===== src/rtl/ram_fifo_ctrl_pkg.sv =====
// Shared constants for the RAM-backed FIFO controller and its 64x8 RAM.
package ram_fifo_ctrl_pkg;

  localparam int unsigned FIFO_DATA_W    = 8;
  localparam int unsigned FIFO_ADDR_W    = 6;
  localparam int unsigned FIFO_DEPTH     = 2 ** FIFO_ADDR_W;
  localparam int unsigned FIFO_AF_THRESH = 56;

endpackage


===== src/rtl/ram_fifo_ctrl_if.sv =====
// Write and read valid/ready streams of the RAM FIFO; slave is the FIFO side.
interface ram_fifo_ctrl_if
  import ram_fifo_ctrl_pkg::*;
#(
  parameter int unsigned DATA_W = FIFO_DATA_W
);

  logic [DATA_W-1:0] in_data;
  logic              in_valid;
  logic              in_ready;
  logic [DATA_W-1:0] out_data;
  logic              out_valid;
  logic              out_ready;

  modport master (
    output in_data, in_valid, out_ready,
    input  in_ready, out_data, out_valid
  );

  modport slave (
    input  in_data, in_valid, out_ready,
    output in_ready, out_data, out_valid
  );

endinterface


===== src/rtl/ram_fifo_ctrl_ram.sv =====
// 64x8 RAM with separate read/write addresses and a registered read port.
module ram_fifo_ctrl_ram
  import ram_fifo_ctrl_pkg::*;
#(
  parameter int unsigned DATA_W   = FIFO_DATA_W,
  parameter int unsigned ADDR_W   = FIFO_ADDR_W,
  parameter bit          NEW_DATA = 1'b0
) (
  input  logic              clk,
  input  logic              we,
  input  logic [ADDR_W-1:0] write_addr,
  input  logic [ADDR_W-1:0] read_addr,
  input  logic [DATA_W-1:0] data_in,
  output logic [DATA_W-1:0] data_out
);

  logic [DATA_W-1:0] mem [2 ** ADDR_W];

  // NEW_DATA selects write-first behaviour on a same-address read/write.
  always_ff @(posedge clk) begin
    if (we) begin
      mem[write_addr] <= data_in;
    end
    if (NEW_DATA && we && (write_addr == read_addr)) begin
      data_out <= data_in;
    end else begin
      data_out <= mem[read_addr];
    end
  end

endmodule


===== src/rtl/ram_fifo_top.sv =====
// FIFO controller wired to its 64x8 RAM; the complete 64-entry FIFO.
module ram_fifo_top
  import ram_fifo_ctrl_pkg::*;
#(
  parameter int unsigned DATA_W    = FIFO_DATA_W,
  parameter int unsigned ADDR_W    = FIFO_ADDR_W,
  parameter int unsigned AF_THRESH = FIFO_AF_THRESH,
  parameter bit          NEW_DATA  = 1'b0
) (
  input  logic            clk,
  input  logic            rst,
  input  logic            flush,
  ram_fifo_ctrl_if.slave  stream,
  output logic [ADDR_W:0] count,
  output logic            full,
  output logic            empty,
  output logic            almost_full
);

  logic              ram_we;
  logic [ADDR_W-1:0] ram_write_addr;
  logic [ADDR_W-1:0] ram_read_addr;
  logic [DATA_W-1:0] ram_data_in;
  logic [DATA_W-1:0] ram_data_out;

  ram_fifo_ctrl #(
    .DATA_W    (DATA_W),
    .ADDR_W    (ADDR_W),
    .AF_THRESH (AF_THRESH)
  ) u_ctrl (
    .clk            (clk),
    .rst            (rst),
    .flush          (flush),
    .stream         (stream),
    .ram_we         (ram_we),
    .ram_write_addr (ram_write_addr),
    .ram_read_addr  (ram_read_addr),
    .ram_data_in    (ram_data_in),
    .ram_data_out   (ram_data_out),
    .count          (count),
    .full           (full),
    .empty          (empty),
    .almost_full    (almost_full)
  );

  ram_fifo_ctrl_ram #(
    .DATA_W   (DATA_W),
    .ADDR_W   (ADDR_W),
    .NEW_DATA (NEW_DATA)
  ) u_ram (
    .clk        (clk),
    .we         (ram_we),
    .write_addr (ram_write_addr),
    .read_addr  (ram_read_addr),
    .data_in    (ram_data_in),
    .data_out   (ram_data_out)
  );

endmodule


===== src/rtl/ram_fifo_ctrl.sv =====
// FIFO controller that turns a 1-cycle-latency RAM into a valid/ready FIFO with
// occupancy, almost-full and synchronous flush.
module ram_fifo_ctrl
  import ram_fifo_ctrl_pkg::*;
#(
  parameter int unsigned DATA_W    = FIFO_DATA_W,
  parameter int unsigned ADDR_W    = FIFO_ADDR_W,
  parameter int unsigned AF_THRESH = FIFO_AF_THRESH
) (
  input  logic              clk,
  input  logic              rst,
  input  logic              flush,
  ram_fifo_ctrl_if.slave    stream,
  output logic              ram_we,
  output logic [ADDR_W-1:0] ram_write_addr,
  output logic [ADDR_W-1:0] ram_read_addr,
  output logic [DATA_W-1:0] ram_data_in,
  input  logic [DATA_W-1:0] ram_data_out,
  output logic [ADDR_W:0]   count,
  output logic              full,
  output logic              empty,
  output logic              almost_full
);

  localparam int unsigned   DEPTH     = 2 ** ADDR_W;
  localparam logic [ADDR_W:0] DepthCnt = (ADDR_W + 1)'(DEPTH);
  localparam logic [ADDR_W:0] AfCnt    = (ADDR_W + 1)'(AF_THRESH);

  logic [ADDR_W-1:0] wr_ptr_q, wr_ptr_d;
  logic [ADDR_W-1:0] rd_ptr_q, rd_ptr_d, rd_ptr_inc;
  logic [ADDR_W:0]   count_q, count_d;
  logic              out_valid_q, out_valid_d;
  logic              in_ready;
  logic              push, pop;

  assign full        = (count_q == DepthCnt);
  assign empty       = (count_q == '0);
  assign almost_full = (count_q >= AfCnt);
  assign in_ready    = !full && !flush;

  assign push       = stream.in_valid && in_ready;
  assign pop        = out_valid_q && stream.out_ready;
  assign rd_ptr_inc = rd_ptr_q + ADDR_W'(1);

  assign ram_we         = push;
  assign ram_write_addr = wr_ptr_q;
  assign ram_data_in    = stream.in_data;
  // Look ahead on pop so the registered RAM output already holds the new head.
  assign ram_read_addr  = pop ? rd_ptr_inc : rd_ptr_q;

  assign stream.in_ready  = in_ready;
  assign stream.out_data  = ram_data_out;
  assign stream.out_valid = out_valid_q;
  assign count            = count_q;

  always_comb begin
    wr_ptr_d    = wr_ptr_q;
    rd_ptr_d    = rd_ptr_q;
    count_d     = count_q;
    out_valid_d = out_valid_q;
    if (flush) begin
      wr_ptr_d    = '0;
      rd_ptr_d    = '0;
      count_d     = '0;
      out_valid_d = 1'b0;
    end else begin
      if (push) begin
        wr_ptr_d = wr_ptr_q + ADDR_W'(1);
      end
      if (pop) begin
        rd_ptr_d = rd_ptr_inc;
      end
      count_d     = count_q + (ADDR_W + 1)'(push) - (ADDR_W + 1)'(pop);
      // Pre-push count: a word written this edge is not yet readable.
      out_valid_d = (count_q - (ADDR_W + 1)'(pop)) != '0;
    end
  end

  always_ff @(posedge clk or posedge rst) begin
    if (rst) begin
      wr_ptr_q    <= '0;
      rd_ptr_q    <= '0;
      count_q     <= '0;
      out_valid_q <= 1'b0;
    end else begin
      wr_ptr_q    <= wr_ptr_d;
      rd_ptr_q    <= rd_ptr_d;
      count_q     <= count_d;
      out_valid_q <= out_valid_d;
    end
  end

endmodule


===== src/flat_wrapper.sv =====
// flat-port wrapper written by rule: the top's interface ports become plain ports
module ram_fifo_top_flat import ram_fifo_ctrl_pkg::*;
#(
  parameter int unsigned DATA_W    = FIFO_DATA_W,
  parameter int unsigned ADDR_W    = FIFO_ADDR_W,
  parameter int unsigned AF_THRESH = FIFO_AF_THRESH,
  parameter bit          NEW_DATA  = 1'b0
)
  (clk, rst, flush, count, full, empty, almost_full, stream_in_data, stream_in_valid, stream_out_ready, stream_in_ready, stream_out_data, stream_out_valid);
  ram_fifo_ctrl_if #(.DATA_W(DATA_W)) stream_i ();
  input  logic clk;
  input  logic rst;
  input  logic flush;
  output logic [ADDR_W:0] count;
  output logic full;
  output logic empty;
  output logic almost_full;
  input wire logic [$bits(stream_i.in_data)-1:0] stream_in_data;
  input wire logic [$bits(stream_i.in_valid)-1:0] stream_in_valid;
  input wire logic [$bits(stream_i.out_ready)-1:0] stream_out_ready;
  output wire logic [$bits(stream_i.in_ready)-1:0] stream_in_ready;
  output wire logic [$bits(stream_i.out_data)-1:0] stream_out_data;
  output wire logic [$bits(stream_i.out_valid)-1:0] stream_out_valid;
  assign stream_i.in_data = stream_in_data;
  assign stream_i.in_valid = stream_in_valid;
  assign stream_i.out_ready = stream_out_ready;
  assign stream_in_ready = stream_i.in_ready;
  assign stream_out_data = stream_i.out_data;
  assign stream_out_valid = stream_i.out_valid;
  ram_fifo_top #(.DATA_W(DATA_W), .ADDR_W(ADDR_W), .AF_THRESH(AF_THRESH), .NEW_DATA(NEW_DATA)) u_core (.clk(clk), .rst(rst), .flush(flush), .stream(stream_i), .count(count), .full(full), .empty(empty), .almost_full(almost_full));
endmodule

===== config.mk =====
export PLATFORM = sky130hd
export DESIGN_NAME = ram_fifo_top_flat
export DESIGN_NICKNAME = d
export VERILOG_FILES = /design/src/rtl/ram_fifo_ctrl_pkg.sv /design/src/rtl/ram_fifo_ctrl_if.sv /design/src/rtl/ram_fifo_ctrl_ram.sv /design/src/rtl/ram_fifo_top.sv /design/src/rtl/ram_fifo_ctrl.sv /design/src/flat_wrapper.sv
export SDC_FILE = /design/constraint.sdc
export NUM_CORES = 1
export LEC_CHECK = 0
export BUFFER_PORTS_ARGS = -buffer_cell sky130_fd_sc_hd__buf_2
export CORE_MARGIN = 2
export CORE_UTILIZATION = 41
export CTS_CLUSTER_DIAMETER = 150
export DETAILED_ROUTE_END_ITERATION = 7
export GPL_TIMING_DRIVEN = 0
export SYNTH_ARGS = -nofsm -noshare
export SYNTH_HDL_FRONTEND = slang
export SYNTH_SLANG_ARGS = --single-unit

===== constraint.sdc =====
create_clock -name clk -period 3.46 [get_ports clk]
set_clock_uncertainty 0.15 [all_clocks]
set_input_delay 0.692 -clock clk [delete_from_list [all_inputs] [get_ports clk]]
set_output_delay 0.692 -clock clk [all_outputs]
set_load 0.01 [all_outputs]

Word level (Yosys, flattened, before mapping)
Memories as Yosys holds them, arrays and structs flattened. A register that Yosys moved wholly into a read port is not among the register bits.
Index checks and enable logic that the tools add are counted.
{"block": "totals", "output_inout_bits": 20, "memories": 1, "ramBits": 512, "regBits": 20}
{"block": "classes", "n_reduce_logical": 8, "magnitude_cmp": 1, "eq_ne": 1, "muxes": 8, "addsub": 5}
{"name": "u_core.u_ram.mem", "words": 64, "width": 8, "rd": 1, "rd_ports_with_merged_regs": 1, "write_ports": 1, "line_no": "ram_fifo_ctrl_ram.sv:17", "rtl": "logic [DATA_W-1:0] mem [2 ** ADDR_W];"}
{"op": "$mux W6", "count": 4}
{"op": "$sub A7 B1 Y7", "count": 2}
{"op": "$add A6 B1 Y6 const B", "count": 2}
{"op": "$add A7 B1 Y7", "count": 1}
{"op": "$eq A7 B7 Y1 const B", "count": 1}
{"op": "$ge A7 B6 Y1 const B", "count": 1}
{"op": "$logic_not A7 Y1", "count": 1}
{"op": "$mux W7", "count": 1}
{"op": "$reduce_bool A7 Y1", "count": 1}
{"op": "$logic_and A1 B1 Y1", "count": 3}
{"op": "$mux W1", "count": 3}
{"op": "$logic_not A1 Y1", "count": 2}
{"op": "$reduce_bool A2 Y1", "count": 1}

Longest topological paths before layout
{"block": "depth", "ltp_word": 7, "mapped_depth": 16, "ltp_nobuf": 13}

By module
From an unflattened synthesis, not the netlist that was laid out.
{"block": "unflattened", "cells_unflattened": 1108, "area_unflattened_um2": 21747.1}
{"module": "ram_fifo_ctrl_ram", "seq_area_each_um2": 15534.9, "n_inst": 1, "area_each_um2": 20166.8, "cells_per_inst": 940}
{"module": "ram_fifo_ctrl", "seq_area_each_um2": 500.5, "n_inst": 1, "area_each_um2": 1580.3, "cells_per_inst": 168}

Worst setup path before layout
Ideal clock, no wire load.
{"block": "synth_path", "path_type": "input port to flip-flop", "from": "input port stream_out_ready", "to": "register u_core.u_ctrl.count_q[6], in the netlist u_core.u_ctrl.count[6]", "n_path_buf": 3, "t_required_ps": 3178, "arrival_time_ps": 3303, "stages": 16, "setup_slack_ps": -125, "path_cell_list": "buf_4 nand2_2 inv_2 buf_1 buf_1 ha_1 inv_1 ha_1 fa_1 nor2b_1 o21a_1 o21bai_1 a21oi_1 nor2_1 xor2_1 nor2_1"}
{"block": "synth_via", "elab_chain_len": 3}
{"item": "start: declaration", "line_no": "flat_wrapper.sv:20", "rtl": "input wire logic [$bits(stream_i.out_ready)-1:0] stream_out_ready;"}
{"item": "$logic_and A1 B1 Y1", "line_no": "ram_fifo_ctrl.sv:42", "rtl": "assign pop = out_valid_q && stream.out_ready;"}
{"item": "$sub A7 B1 Y7", "line_no": "ram_fifo_ctrl.sv:73", "rtl": "count_d = count_q + (ADDR_W + 1)'(push) - (ADDR_W + 1)'(pop);"}
{"item": "$mux W7", "line_no": "ram_fifo_ctrl.sv:61", "rtl": "if (flush) begin"}
{"item": "via u_core.u_ctrl.count_d[6]", "line_no": "ram_fifo_ctrl.sv:31", "rtl": "logic [ADDR_W:0] count_q, count_d;"}
{"item": "end signal: assignment", "line_no": "ram_fifo_ctrl.sv:88", "rtl": "count_q <= count_d;"}
{"item": "end: declaration", "line_no": "ram_fifo_ctrl.sv:31"}
The timed path passes the listed nets, and every way through them passes these cells.
A chain may end at the register's enable or synchronous reset.

Final worst setup path
{"block": "layout_path", "from": "register u_core.u_ctrl.count_q[4], in the netlist u_core.u_ctrl.count[4]", "to": "memory u_core.u_ram.mem[27][7] in the netlist's numbering, enable pin"}
{"block": "layout_via", "elab_chain_len": 6}
{"item": "$eq A7 B7 Y1", "line_no": "ram_fifo_ctrl.sv:36", "rtl": "assign full = (count_q == DepthCnt);"}
{"item": "$logic_not A1 Y1", "line_no": "ram_fifo_ctrl.sv:39", "rtl": "assign in_ready = !full && !flush;"}
{"item": "$logic_and A1 B1 Y1", "line_no": "ram_fifo_ctrl.sv:39"}
{"item": "$logic_and A1 B1 Y1", "line_no": "ram_fifo_ctrl.sv:41", "rtl": "assign push = stream.in_valid && in_ready;"}
{"item": "$mux W1", "line_no": "ram_fifo_ctrl_ram.sv:21", "rtl": "if (we) begin"}
{"item": "$mux W1 (implied by the code)", "line_no": "ram_fifo_ctrl_ram.sv:22", "rtl": "mem[write_addr] <= data_in;"}
{"item": "end: declaration", "line_no": "ram_fifo_ctrl_ram.sv:17"}
No other way between the ends.

==> results.json <==
{
  "hpwlAfterDp_um": 38100,
  "critical_path.startpoint_type": "flip-flop",
  "finalCoreUtilization_pct": 47.4,
  "grt_pass1_wl_um": 88300,
  "die_ar_um2": 59900,
  "via_density_per_instance": 5.73,
  "initial_standard_cell_utilization_of_the_core_pct": 41.3,
  "total_leakage_power_nw": 8.61,
  "place.gp.congestion": 0.878,
  "max-clock-path-buffers": 3,
  "post_synth_instance_area_um2": 23800,
  "port-buffer-count": 31,
  "total_of_hold_buffers_inserted_after_clock_tree_synthesis": 0,
  "syn_inst": 1408,
  "grt_antenna_before_repair": 2,
  "initialDrtViolationCount": 1235,
  "async_set_or_reset_register_ratio_after_synthesis_pct": 3.70,
  "min_period_ns": 3.55,
  "cts_tree": "yes",
  "grt_max_degree": 65,
  "min-delay-path-class": "input port to async pin",
  "synth-main-ff-cell": "edfxtp_1",
  "via_count": 13300,
  "synth_largest_area_cell": "edfxtp_1",
  "fillers": 4898,
  "timing.max_slew.rel_slack_pct": 11.2,
  "pwr_density_cell_nw_per_um2": 594,
  "drv_slew": 0,
  "remaining_drc_errors": 0,
  "drt-wirelength-per-cell_um": 25.5,
  "stdcell_area_um2": 27200,
  "clkSlewWorstSetupHoldPaths_ns": 0.07,
  "power_report.internal_total_mw": 12.1,
  "core-area_um2": 57500,
  "swShare_pct": 25.4,
  "synth.net_count": 1441,
  "worst_r2r_path_depth": 7,
  "global_route.usage.total_pct": 19.9,
  "cts_root_buffer": "clkbuf_16",
  "cts.htree.levels": 2,
  "layout_setup_ws_ns": -0.0874,
  "synth_edf_count": 512,
  "violations_in_the_final_reports": "setup timing",
  "io_pins": 33,
  "synthDistinctLibCells": 68,
  "sequentialPowerShare_pct": 45.3,
  "pwr-share-clk_pct": 39.3,
  "rsz0062_at_grt": "yes",
  "status": "finished with violations",
  "area_growth_syn_to_layout_pct": 14.6,
  "synth-seq-cells": 540,
  "vias_in_the_first_global_route": 13500,
  "worst-setup-path-type": "flip-flop to flip-flop",
  "total_switching_power_mw": 4.10,
  "finalHoldViolCount": 0,
  "finalWirelength_um": 59000,
  "multi_input_comb_area_um2": 7490,
  "layout_net_count": 1532,
  "cp.required_ns": 3.56,
  "end_kind": "flip-flop",
  "tcrit_tclk_final_pct": 103,
  "synth.avg_cell_area_um2": 16.9,
  "sequential_cell_area_fraction_in_the_yosys_report_pct": 67.5,
  "ff2ff_setup_slack_ns": -0.09,
  "yosys.area.top_type_share_pct": 64.7,
  "worstSkewPairLatency_ns": 0.63,
  "critical_path_peak_fanout": 8,
  "timing.critical_path.arrival_ns": 3.65,
  "tritoncts_buffer_count": 57,
  "seq_area_um2": 16000,
  "drt_first_pass_iters": 6,
  "die_height_um": 245,
  "power_frac_comb_pct": 15.5,
  "max-vdd-ir-drop_mv": 0.415,
  "clkSinkCount": 540,
  "layout_cell_share_with_drive_strength_beyond_1_pct": 24.9,
  "max_slew.worst_pin.slew_ns": 1.33,
  "die_w_um": 245,
  "crit-reg2reg-launch": "u_core.u_ctrl.count[4]",
  "antenna_violating_nets_post_route": 0,
  "globalRoute.totalOverflow": 0,
  "detailed_place.area_um2": 24900,
  "leading_post_synthesis_cells_by_cell_area": "edfxtp_1 (65%), mux4_2 (10%), mux2i_1 (6.9%)",
  "cap_viol_max_count": 0,
  "timing.rr.end": "u_core.u_ram.mem[27][7]",
  "std_cell_rows": 88,
  "max_freq_mhz": 282,
  "setup_viol_count_final": 54,
  "ys.warnings.count": 0
}
==> sequential cells by signal, indices dropped and copies added, names as in the netlist <==
| register | count |
|---|---|
| u_core.u_ctrl.count | 7 |
| u_core.u_ctrl.ram_write_addr | 6 |
| u_core.u_ctrl.rd_ptr_q | 6 |
| u_core.u_ctrl.stream.out_valid | 1 |
| u_core.u_ram.data_out | 8 |
| u_core.u_ram.mem | 512 |
==> how the worst max path moves through the flow <==
stage | startpoint | end | slack (ns) | depth (start not counted)
final | u_core.u_ctrl.count[4] | u_core.u_ram.mem[27][7] | -0.09 | 7
after global routing | u_core.u_ctrl.count[4] | u_core.u_ram.mem[42][7] | -0.24 | 7
after CTS | u_core.u_ctrl.count[4] | u_core.u_ram.mem[19][3] | -0.07 | 7
after detailed placement | stream_out_ready | u_core.u_ctrl.count[6] | -0.60 | 16
after global placement | stream_out_ready | u_core.u_ctrl.count[6] | -0.61 | 16
after floorplan | stream_out_ready | u_core.u_ctrl.count[6] | 0.04 | 16
==> cell families (layout without fill, tap and decap cells) <==
family | after synthesis | count (layout) | synth area share, %
DFF | 540 | 540 | 67.5
other | 0 | 1 | 0
AOI/OAI and AO/OA | 151 | 151 | 4.45
xor gates and xnor gates | 12 | 12 | 0.442
and+or+nand+nor | 288 | 288 | 5.60
muxes | 298 | 298 | 18.5
adders and majority gates | 20 | 20 | 1.08
buffers and inverters | 99 | 239 | 2.39
==> timing repair <==
action | CTS | global route
pin swaps | 1 | 1
gates resized for setup | 51 | 61
cloned | 0 | 0
buffers inserted | 0 | 1
hold endpoints to repair | 0 | 0
setup endpoints to repair | 297 | 434
==> metrics by stage <==
| stage | power, mW | TNS (ns) | worst slack [ns] | instances | hold WS (ns) |
|---|---|---|---|---|---|
| floorplan | 9.12 | 0 | 0.0424 | 1408 | 0.369 |
| global placement | 9.90 | -69.37 | -0.614 | 2204 | 0.395 |
| detailed placement | 9.92 | -79.19 | -0.602 | 2204 | 0.393 |
| CTS | 16.2 | -1.69 | -0.0741 | 2312 | 0.111 |
| global route | 16.7 | -27.53 | -0.245 | 2313 | 0.186 |
| finish | 16.2 | -2.22 | -0.0874 | 2314 | 0.114 |
==> cells in the mapped netlist (10+ instances only) <==
master	number
nand2_1	78
mux2i_1	163
inv_1	17
ha_1	19
buf_4	15
buf_2	24
nor3_1	12
mux2_2	25
nor2b_1	28
o21ai_0	15
a21oi_1	30
nand3_1	39
nor2_1	102
clkbuf_1	20
o22ai_1	14
mux4_2	105
edfxtp_1	512
a211oi_1	23
buf_6	10
dfrtp_1	20
==> placed cells by master, fill, tap and decap left out, types with 7 or more instances in the layout <==
cell,synthesis,routed
ha_1,19,19
bufinv_16,0,9
a21oi_1,30,30
edfxtp_1,512,512
nor2_2,0,33
nor3_1,12,10
o22ai_1,14,14
clkinv_2,0,13
buf_2,24,52
nor2b_1,28,28
a32oi_1,9,7
inv_1,17,17
nand3_1,39,39
buf_4,15,16
buf_6,10,12
clkbuf_16,0,58
nor2_4,0,23
clkbuf_1,20,32
nor2_1,102,46
clkinv_1,0,9
mux4_2,105,105
mux2_2,25,25
dfxtp_1,8,8
mux2i_1,163,162
a211oi_1,23,22
dfrtp_1,20,20
a22oi_1,8,8
o211ai_1,7,7
nand2_1,78,75
o21ai_0,15,14
==> metal layers <==
layer / up-vias / track usage [%] / wire length (µm)
li1: 5815 / - / -
met1: 6915 / 27.7 / 25300
met2: 452 / 32.6 / 28500
met3: 88 / 3.01 / 3660
met4: 0 / 5.99 / 1490
met5: - / 0 / 0
==> power groups by stage <==
stage / clock network, mW / registers (mW) / logic, mW
after floorplan: 0 / 7.47 / 1.65
after CTS: 6.44 / 7.32 / 2.48
after global routing: 6.71 / 7.33 / 2.70
after detailed placement: 0 / 7.46 / 2.46
final: 6.35 / 7.32 / 2.50
after global placement: 0 / 7.46 / 2.44
==> critical path, stage by stage (launching register included) <==
cell     delay [ns]
dfrtp_1        0.48
inv_1          0.12
ha_1           0.25
nand3_1        0.10
o21ai_0        0.17
nor3_1         0.47
nand3_1        0.72
nor2_2         0.70
==> area by class of cell <==
class / count / area share, %
well taps: 765 / 3.52
inverters: 18 / 0.257
plain buffers: 80 / 1.93
multi-input cells: 769 / 27.5
repair buffers: 33 / 0.717
diodes: 1 / 0.00919
flip-flops and latches: 540 / 58.9
clock inverters: 35 / 1.56
clock buffers: 73 / 5.58
No activity file was read; power rests on OpenSTA's default activity.
